<file path="src/rtl/seq_det_ctrl.sv">
// seq_det_ctrl: session controller for a programmable serial bit-pattern detector.
// A session is launched by start, which latches the pattern, length, match target
// and timeout. The session then counts Mealy matches on the qualified stream w/w_valid
// and ends on the target being reached, on timeout, or on abort.
// Optional build macro: SEQ_DET_NO_OVERLAP_EN. When it is defined, matches do not
// overlap: each counted match restarts the fill count.
//
// state | meaning
// IDLE  | waiting for start; config not yet latched
// RUN   | detecting and counting matches, timer running
// DONE  | match target reached; status and match_cnt held
// TMO   | timeout expired; status and match_cnt held
module seq_det_ctrl #(
  parameter int PAT_W = 4,
  parameter int LEN_W = 3,
  parameter int CNT_W = 8,
  parameter int TMO_W = 16
) (
  input  logic             clk,
  input  logic             rst,
  input  logic             start,
  input  logic [PAT_W-1:0] pattern,
  input  logic [LEN_W-1:0] pat_len,
  input  logic [CNT_W-1:0] match_target,
  input  logic [TMO_W-1:0] timeout,
  input  logic             w,
  input  logic             w_valid,
  input  logic             abort,
  output logic             z,
  output logic [CNT_W-1:0] match_cnt,
  output logic             busy,
  output logic             done,
  output logic             timed_out,
  output logic             cfg_err
);

  typedef enum logic [1:0] {S_IDLE, S_RUN, S_DONE, S_TMO} state_t;

  state_t           state_q, state_d;
  // The oldest history bit is never compared, because the current bit w completes
  // the window. Only PAT_W-1 bits of history are kept.
  logic [PAT_W-2:0] hist_q, hist_d;
  logic [LEN_W-1:0] fill_q, fill_d;
  logic [TMO_W-1:0] timer_q, timer_d;
  logic [CNT_W-1:0] cnt_q, cnt_d;
  logic [PAT_W-1:0] pat_q, pat_d;
  logic [LEN_W-1:0] len_q, len_d;
  logic [CNT_W-1:0] tgt_q, tgt_d;
  logic [TMO_W-1:0] tmo_q, tmo_d;
  logic             cfg_err_q, cfg_err_d;
  logic             busy_q, busy_d;
  logic             done_q, done_d;
  logic             tmo_flag_q, tmo_flag_d;

  logic [PAT_W-1:0] window;
  logic [PAT_W-1:0] mask;
  logic             fill_ok;
  logic             pat_hit;
  logic             z_int;
  logic             final_hit;
  logic             tmo_hit;
  logic             cfg_ok;

  // Match window, Mealy match pulse and the session exit conditions
  always_comb begin
    window = {hist_q, w};
    mask   = '0;
    for (int i = 0; i < PAT_W; i++) begin
      mask[i] = (LEN_W'(i) < len_q);
    end
    fill_ok   = ({1'b0, fill_q} + (LEN_W+1)'(1)) >= {1'b0, len_q};
    pat_hit   = ((window ^ pat_q) & mask) == '0;
    z_int     = rst & busy_q & w_valid & fill_ok & pat_hit;
    final_hit = z_int & (({1'b0, cnt_q} + (CNT_W+1)'(1)) == {1'b0, tgt_q});
    tmo_hit   = (tmo_q != '0) & (timer_q == (tmo_q - TMO_W'(1)));
    cfg_ok    = (pat_len != '0) & (pat_len <= LEN_W'(PAT_W)) & (match_target != '0);
  end

  // Next-state, datapath and registered status decode
  always_comb begin
    state_d   = state_q;
    hist_d    = hist_q;
    fill_d    = fill_q;
    timer_d   = timer_q;
    cnt_d     = cnt_q;
    pat_d     = pat_q;
    len_d     = len_q;
    tgt_d     = tgt_q;
    tmo_d     = tmo_q;
    cfg_err_d = 1'b0;
    case (state_q)
      S_RUN: begin
        if (abort) begin
          state_d = S_IDLE;
        end else begin
          if (w_valid) begin
            hist_d = window[PAT_W-2:0];
            if (fill_q != LEN_W'(PAT_W)) fill_d = fill_q + LEN_W'(1);
          end
          if (z_int) begin
            cnt_d = cnt_q + CNT_W'(1);
`ifdef SEQ_DET_NO_OVERLAP_EN
            fill_d = '0;
`endif
          end
          timer_d = timer_q + TMO_W'(1);
          // A final match beats a timeout in the same cycle
          if (final_hit)    state_d = S_DONE;
          else if (tmo_hit) state_d = S_TMO;
        end
      end
      default: begin
        if (abort) begin
          state_d = S_IDLE;
        end else if (start) begin
          if (cfg_ok) begin
            pat_d   = pattern;
            len_d   = pat_len;
            tgt_d   = match_target;
            tmo_d   = timeout;
            hist_d  = '0;
            fill_d  = '0;
            timer_d = '0;
            cnt_d   = '0;
            state_d = S_RUN;
          end else begin
            cfg_err_d = 1'b1;
          end
        end
      end
    endcase
    busy_d     = (state_d == S_RUN);
    done_d     = (state_d == S_DONE);
    tmo_flag_d = (state_d == S_TMO);
  end

  // State and datapath registers with synchronous active-low reset
  always_ff @(posedge clk) begin
    if (!rst) begin
      state_q    <= S_IDLE;
      hist_q     <= '0;
      fill_q     <= '0;
      timer_q    <= '0;
      cnt_q      <= '0;
      pat_q      <= '0;
      len_q      <= '0;
      tgt_q      <= '0;
      tmo_q      <= '0;
      cfg_err_q  <= 1'b0;
      busy_q     <= 1'b0;
      done_q     <= 1'b0;
      tmo_flag_q <= 1'b0;
    end else begin
      state_q    <= state_d;
      hist_q     <= hist_d;
      fill_q     <= fill_d;
      timer_q    <= timer_d;
      cnt_q      <= cnt_d;
      pat_q      <= pat_d;
      len_q      <= len_d;
      tgt_q      <= tgt_d;
      tmo_q      <= tmo_d;
      cfg_err_q  <= cfg_err_d;
      busy_q     <= busy_d;
      done_q     <= done_d;
      tmo_flag_q <= tmo_flag_d;
    end
  end

  assign z         = z_int;
  assign match_cnt = cnt_q;
  assign busy      = busy_q;
  assign done      = done_q;
  assign timed_out = tmo_flag_q;
  assign cfg_err   = cfg_err_q;

endmodule
</file>
<file path="config.mk">
export PLATFORM = sky130hd
export DESIGN_NAME = seq_det_ctrl
export DESIGN_NICKNAME = d
export VERILOG_FILES = /design/src/rtl/seq_det_ctrl.sv
export SDC_FILE = /design/constraint.sdc
export NUM_CORES = 1
export LEC_CHECK = 0
export ABC_AREA = 1
export CORE_MARGIN = 2
export CORE_UTILIZATION = 38
export DETAILED_ROUTE_END_ITERATION = 8
export DONT_BUFFER_PORTS = 1
export PLACE_DENSITY = 0.61
export SETUP_SLACK_MARGIN = 0.4
export SYNTH_ARGS = -nofsm -noshare
export SYNTH_HDL_FRONTEND = slang
export SYNTH_SLANG_ARGS = --single-unit
</file>
<file path="constraint.sdc">
create_clock -name clk -period 6 [get_ports clk]
set_clock_uncertainty 0.2 [all_clocks]
set_input_delay 0.6 -clock clk [delete_from_list [all_inputs] [get_ports clk]]
set_output_delay 0.6 -clock clk [all_outputs]
set_load 0.01 [all_outputs]
</file>
# == Yosys cells after proc, flatten, opt, wreduce, memory -nomap -nowiden ==
# Index checks and enable logic that the tools add are counted.
# Widths: inputs -> output; s select.
# word_totals
input_bits,37
register_bits,67
wordCells,90
output_inout_bits,13
# op_classes
n_eq_ne,10
n_bitwise,14
n_lt_le_gt_ge,6
n_mux,29
n_addsub,6
reduce_logical,12
# op_table
cell,count
$mux 16,5
$mux 8,6
$mux 3,10
$add 16x1->16 const B,1
$eq 16x16->1,1
$reduce_bool 16->1,1
$sub 16x1->16 const B,1
$mux 2,7
$reduce_and 4->1,3
$add 8x1->9 const B,1
$eq 9x8->1,1
$add 8x1->8 const B,1
$and 1x1->1,8
$reduce_bool 8->1,1
$lt 1x3->1 const A,2
$lt 2x3->1 const A,2
$ne 2x2->1 const B,3
$reduce_and 5->1,1
$add 3x1->4 const B,1
$and 4x4->4,1
$eq 2x1->1 const B,2
$eq 2x2->1 const B,2
$ge 4x3->1,1
$logic_not 4->1,1
10 further kinds,14

# == Depth between registers and ports, before layout ==
# Gate-level depths: netlist of run 1.
# depth
depth_word,9
ltp_mapped,18
ltp_nobuf,18

# == Least setup slack after synthesis of run 1 ==
# No wires, ideal clock.
# synth_timing
path_kind,register to output
startpoint,reg fill_q[0]
endpoint,out z
t_required_ns,5.200
n_path_buf,0
arrival_time_ns,1.386
slack_ns,3.814
stages_incl_launch_ff,10
path_cell_list,dfxtp_1 -> inv_1 -> ha_1 -> ha_1 -> o21ai_0 -> nand2_1 -> nand2_1 -> nand2_1 -> nand3_1 -> inv_1
# synth_between
elab_chain_cells,4
# synth_rtl
element,line,rtl
from (decl),43,"logic [LEN_W-1:0] fill_q, fill_d;"
from (signal assigned),156,fill_q <= fill_d;
$add 3x1->4,71,"fill_ok = ({1'b0, fill_q} + (LEN_W+1)'(1)) >= {1'b0, len_q};"
$ge 4x3->1,71,
$and 1x1->1 (2 in series),73,z_int = rst & busy_q & w_valid & fill_ok & pat_hit;
to (decl),29,"output logic z,"
# Every way passes these cells.

# == Worst setup path in the final report of run 1 ==
# layout_timing
startpoint,reg state_q[0]
endpoint,reg timer_q[6]
# layout_between
elab_chain_cells,3
word_cells_on_any_way,5
cone_classes,1 x eq/ne; 1 x mux; 3 x reduce/logical
# layout_rtl
element,line,rtl
from (decl),39,"state_t state_q, state_d;"
from (signal assigned),154,state_q <= state_d;
$eq 2x1->1 *,91,case (state_q)
$reduce_bool 2->1 (no source line),-,
$reduce_and 3->1 (no source line),-,
to (signal assigned),157,timer_q <= timer_d;
to (decl),44,"logic [TMO_W-1:0] timer_q, timer_d;"
# Mark *: on every way between the ends. The rest lies on a longest branch, timed or not.
# A chain may end at the register's enable or synchronous reset.

==> results of run 1 <==
where the power goes:
part / internal [W] / switching [W] / total [W]
registers: 0.000465 / 0.0000236 / 0.000489
logic: 0.0000658 / 0.000119 / 0.000185
clock network: 0.000156 / 0.000203 / 0.000359
total: 0.000687 / 0.000346 / 0.00103
cell families (layout without fill, tap and decap cells):
logic type               Yosys count  in the layout  synth area share (%)
AND/OR/NAND/NOR                  272            272                  31.6
AO/OA/AOI/OAI                    121            121                  16.2
buffers and inverters            107            105                  10.4
flip-flops                        67             67                  33.7
XOR/XNOR                          25             25                  5.51
adder cells (fa/ha/maj)            8              8                  2.52
flip-flops by register name, indices dropped and copies added, names as in the netlist:
name / flops
busy: 1
fill_q: 3
len_q: 3
cfg_err: 1
timer_q: 16
match_cnt: 8
tgt_q: 8
pat_q: 4
state_q: 2
done: 1
hist_q: 3
tmo_q: 16
timed_out: 1
metrics by stage:
step           instances  instance area (um2)
6_report             734                 4250
5_1_grt              734                 4250
4_1_cts              734                 4250
3_5_place_dp         718                 4060
3_3_place_gp         718                 4060
2_1_floorplan        600                 3980
synthesized netlist by cell type, types with 2 or more instances:
cell / number / area [um2]
a211oi_1: 8 / 60.1
a21oi_1: 61 / 305
a31oi_1: 5 / 31.3
buf_2: 3 / 15.0
clkbuf_1: 11 / 41.3
clkbuf_2: 2 / 10.0
dfxtp_1: 67 / 1340
ha_1: 8 / 100
inv_1: 84 / 315
inv_2: 5 / 18.8
nand2_1: 133 / 499
nand2_2: 8 / 50.1
nand3_1: 41 / 205
nand3_2: 5 / 50.1
nand4_1: 9 / 56.3
nor2_1: 46 / 173
nor2_2: 7 / 43.8
nor2_4: 9 / 101
nor3_1: 9 / 45.0
nor4_1: 2 / 12.5
o21ai_0: 42 / 210
xnor2_1: 7 / 61.3
xor2_1: 18 / 158
layer usage:
metal  share of wire (%)  vias to the layer above  global-route usage (%)
li1                    -                     1926                       -
met2                  47                       94                    28.4
met4                 1.5                        0                    6.30
met5                   0                        -                       0
met1                  47                     1648                    22.1
met3                 5.0                       12                    4.11
path summary, 6_finish.rpt:
path,start,endpoint,slack [ns],cells past startpoint
max,state_q[0],timer_q[6],3.14,9
min,rst,state_q[0],0.16,2
max reg2reg,state_q[0],timer_q[6],3.14,9
min reg2reg,pat_q[1],pat_q[1],0.27,2
layout make-up:
cell class	count	area [um2]	area share [%]
Inverter	89	334	7.86
Clock inverter	7	60.1	1.41
Tap cell	136	170	4.01
Multi-Input combinational cell	426	2220	52.2
Sequential cell	67	1340	31.6
Clock buffer	9	124	2.92
==> results.yml, run 1 <==
run_status:
  status: "completed"
drt:
  wirelength_mm: 9.29
  drc_errors: 0
  final_antenna_net_count: 0
  first_pass_iters: 5
  first_iter_violations: 154
  vias_per_cell: 5.01
  routedWlPerCell_um: 12.7
  dr_total_vias: 3680
run:
  max_cap_violations: 0
synthesis:
  syn_area_um2: 3980
  synthesis.nets: 645
  yosysSeqAreaShare_pct: 33.7
  yosysUniqueCellTypes: 33
  synth_ff_type: "dfxtp_1"
  synth-async-reset-ratio_pct: 0
  synth-edff-count: 0
  avgSynthCellArea_um2: 6.63
  yosysWarnings: 0
  synthCells: 600
  ys_ff_latch: 67
global_route:
  grt_usage_pct: 17.3
  overflow: 0
  grt_max_degree: 64
  antenna_found_initial: 0
  grt_pass1_wl_mm: 15.7
  grt_pass1_vias: 3370
critical_path:
  critPathBufInv: 3
  crit_chain: "inv_2 -> nor2_4 -> inv_2 -> nand2_1 -> or2_2 -> nand2_1 -> inv_1 -> o21ai_0 -> a21oi_1"
  crit_fanout: 63
  arrival_ns: 2.95
  required_ns: 6.09
  crit_family: "simple AND/OR/NAND/NOR gates"
  cp_slowest_cell: "or2_2"
  start_kind: "flip-flop"
  end_kind: "flip-flop"
  path_class: "flip-flop to flip-flop"
  critPathMaxStageDelay_ns: 0.80
layout:
  utilization_pct: 41.5
  final_common_cell: "nand2_1"
  n_fill_cell: 1065
  area_delta_synth_final_pct: 6.86
  mostFrequentLayoutCells: "nand2_1 (133), inv_1 (84), dfxtp_1 (67)"
  layout-drive-gt1-share_pct: 8.86
  diodes: 0
  nNetsFinal: 638
clock_tree:
  cts_hold_buf: 0
  cts_resized: 0
  cts.sinks: 67
  cts_tree: "built"
  cts_root_buffer: "clkbuf_8"
  htreeDepth: 3
  cts_setup_buffers: 0
  cts.path.max_buffers: 2
  clk_pin_slew_worst_paths_ns: 0.08
  cts_inserted_buffers: 9
  worstSkewPairLatency_ns: 0.36
power:
  leakagePower_nw: 1.78
  p_total_w: 0.00103
  p_per_area_nw_per_um2: 243
  ir_worst_vdd_uv: 92.9
timing:
  drv_slew: 0
  fin_ws_ns: 3.14
  finalHoldViolations: 0
  min_period_ns: 2.86
  finalCritPeriodShare_pct: 47.7
  fin_setup_tns_ns: 0
  finalSetupViolCount: 0
  fmax_ghz: 0.349
  rsz0062_at_grt: "no"
  fin_hold_ws_ns: 0.163
  tightestPinTransition_ns: 1.03
  max-slew-margin-rel_pct: 31.5
floorplan:
  start_util_pct: 38.9
  fp.dieW_um: 106
  io_pins: 50
  core_area_um2: 10200
  dieArea_um2: 11300
  die_h_um: 106
  row_count: 37
place:
  globalplace.congestion: 0.825
  port_buffers: 0
  dp_slack_ns: 3.13
  place_hpwl_mm: 6.93
min_path:
  hold_path.class: "input port to flip-flop"
(Power assumes the default switching activity.)
==> inputs of run 2 (changes only) <==
--- a/config.mk
+++ b/config.mk
@@ -5,12 +5,12 @@
 export SDC_FILE = /design/constraint.sdc
 export NUM_CORES = 1
 export LEC_CHECK = 0
-export ABC_AREA = 1
+export ABC_AREA = 0
 export CORE_MARGIN = 2
 export CORE_UTILIZATION = 38
 export DETAILED_ROUTE_END_ITERATION = 8
 export DONT_BUFFER_PORTS = 1
-export PLACE_DENSITY = 0.61
+export PLACE_DENSITY = 0.63
 export SETUP_SLACK_MARGIN = 0.4
 export SYNTH_ARGS = -nofsm -noshare
 export SYNTH_HDL_FRONTEND = slang
==> constraint.sdc (replaced) <==
create_clock -name clk -period 2.3 [get_ports clk]
set_clock_uncertainty 0.2 [all_clocks]
set_input_delay 0.23 -clock clk [delete_from_list [all_inputs] [get_ports clk]]
set_output_delay 0.23 -clock clk [all_outputs]
set_load 0.01 [all_outputs]
==> results.yml, run 2 <==
place:
  place_inst: 648
  globalplace.congestion: 0.892
  port_buffers: 0
  place_hpwl_mm: 7.86
global_route:
  grt_pass1_wl_mm: 17.8
  antenna_found_initial: 0
  grt_usage_pct: 21.5
  grt_pass1_vias: 3793
  overflow: 0
  grt_max_degree: 22
layout:
  reg_top3: "timer_q: 16 flops, tmo_q: 16 flops"
  mostFrequentLayoutCells: "nand2_1 (80), buf_4 (72), dfxtp_1 (62)"
  final_common_cell: "nand2_1"
  fin_cells: 708
  diodes: 0
  area_delta_synth_final_pct: 36.4
  layout-drive-gt1-share_pct: 24.2
  nNetsFinal: 615
synthesis:
  synth-edff-count: 0
  synth_top_cell_area_share_pct: 36.0
  synth_ff_type: "dfxtp_1"
  synth-async-reset-ratio_pct: 0
  yosysSeqAreaShare_pct: 36.0
  yosysUniqueCellTypes: 61
  synthCells: 476
  synth.most_common_cell: "nand2_1"
  synth.largest_area_cell: "dfxtp_1"
  ys_ff_latch: 67
  syn_area_um2: 3720
  yosysWarnings: 0
  synthTopCellsByArea: "dfxtp_1 (36%), nand2_1 (8.3%), a21oi_1 (7.7%)"
  synthTopCellsByCount: "nand2_1 (82), dfxtp_1 (67), a21oi_1 (57)"
  avgSynthCellArea_um2: 7.82
  synthesis.nets: 521
min_path:
  hold_path.class: "input port to flip-flop"
critical_path:
  start_kind: "flip-flop"
  path_class: "flip-flop to flip-flop"
  arrival_ns: 2.52
  crit_fanout: 4
  required_ns: 2.37
  end_kind: "flip-flop"
timing:
  min_period_ns: 2.45
  fin_ws_ns: -0.155
  rsz0062_at_grt: "yes"
  fin_setup_tns_ns: -1.25
  fmax_ghz: 0.407
  max-slew-margin-rel_pct: 67.3
  tightestPinTransition_ns: 0.490
  finalHoldViolations: 0
  fin_hold_ws_ns: 0.0211
  finalSetupViolCount: 12
  finalCritPeriodShare_pct: 107
  drv_slew: 0
clock_tree:
  clk_pin_slew_worst_paths_ns: 0.07
  cts_inserted_buffers: 9
  cts_tree: "built"
  cts.sinks: 67
  htreeDepth: 3
  worstSkewPairLatency_ns: 0.35
  cts.path.max_buffers: 2
  cts_root_buffer: "clkbuf_8"
drt:
  vias_per_cell: 5.28
  wirelength_mm: 11.0
  drc_errors: 0
  first_pass_iters: 4
  routedWlPerCell_um: 15.5
  first_iter_violations: 220
  final_antenna_net_count: 0
  dr_total_vias: 3737
power:
  ir_worst_vdd_uv: 290
  p_per_area_nw_per_um2: 507
  leakagePower_nw: 1.90
floorplan:
  start_util_pct: 38.6
  fp.dieW_um: 103
  row_count: 36
  die_h_um: 103
  io_pins: 50
  core_area_um2: 9640
  dieArea_um2: 10600
run:
  max_cap_violations: 0
run_status:
  status: "finished with violations"
  violations: "negative setup slack"
-- run 2: routing by layer --
layer | vias up | share of wire [%] | routed length, um | track usage, %
li1 | 1871 | - | - | -
met1 | 1765 | 41 | 4530 | 24.9
met2 | 79 | 52 | 5710 | 38.4
met3 | 22 | 4.8 | 528 | 5.15
met4 | 0 | 1.9 | 206 | 8.30
met5 | - | 0 | 0 | 0
-- run 2: layout make-up --
cell class / count / area [um2]
multi-input combinational: 372 / 2420
sequential: 67 / 1350
fill: 928 / 4560
timing repair buffer: 109 / 913
inverter: 11 / 41.3
clock buffer: 11 / 131
tap: 133 / 166
clock inverter: 5 / 53.8
-- run 2: through the flow --
stage | utilization (%) | worst slack [ns] | instance area, um2 | total power, W
finish | 52.7 | -0.155 | 5080 | 0.00257
global placement | 45.0 | -0.118 | 4340 | 0.00156
global route | 52.7 | -0.250 | 5080 | 0.00268
CTS | 51.7 | -0.149 | 4980 | 0.00258
floorplan | - | -0.138 | 3900 | 0.00147
detailed placement | 45.0 | -0.161 | 4340 | 0.00157
-- run 2: kinds of logic (layout without fill, tap and decap cells) --
group	after synthesis	count (layout)	share of synthesized area, %
adders and majority gates	8	8	2.69
buffers and inverters	37	136	4.84
xor gates and xnor gates	40	40	9.41
and+or+nand+nor	211	211	29.3
AOI/OAI and AO/OA	113	113	17.8
DFF	67	67	36.0
-- run 2: report_power, final --
group	total [W]	leakage, nW	switching (W)	internal (W)
Combinational	0.000410	1.26	0.000204	0.000206
Clock	0.000963	0.0971	0.000465	0.000498
Sequential	0.00120	0.545	0.0000219	0.00118
-- run 2: final timing paths --
check / start / to / slack, ns / cells after the start
worst max-delay path: fill_q[1] / done / -0.15 / 9
worst min-delay path: start / cfg_err / 0.02 / 2
worst max register to register: fill_q[1] / done / -0.15 / 9
worst min register to register: tgt_q[7] / tgt_q[7] / 0.27 / 2
-- run 2: timing repair --
| action | CTS | global route |
|---|---|---|
| setup endpoints to repair | 59 | 50 |
| hold buffers | 35 | 0 |
| gates resized for setup | 15 | 18 |
| endpoints found under the hold margin | 55 | 0 |
| pin swaps | 12 | 5 |
| buffers inserted | 6 | 3 |
-- run 2: worst max-delay path, cell delays in order, from the launching register on --
cell and delay (ns):
dfxtp_4 0.37, ha_4 0.17, xor2_2 0.13, ha_1 0.28
o21ai_1 0.06, o21ai_1 0.16, o2111a_2 0.26, nand4_1 0.16
or3_4 0.38, a211oi_2 0.20
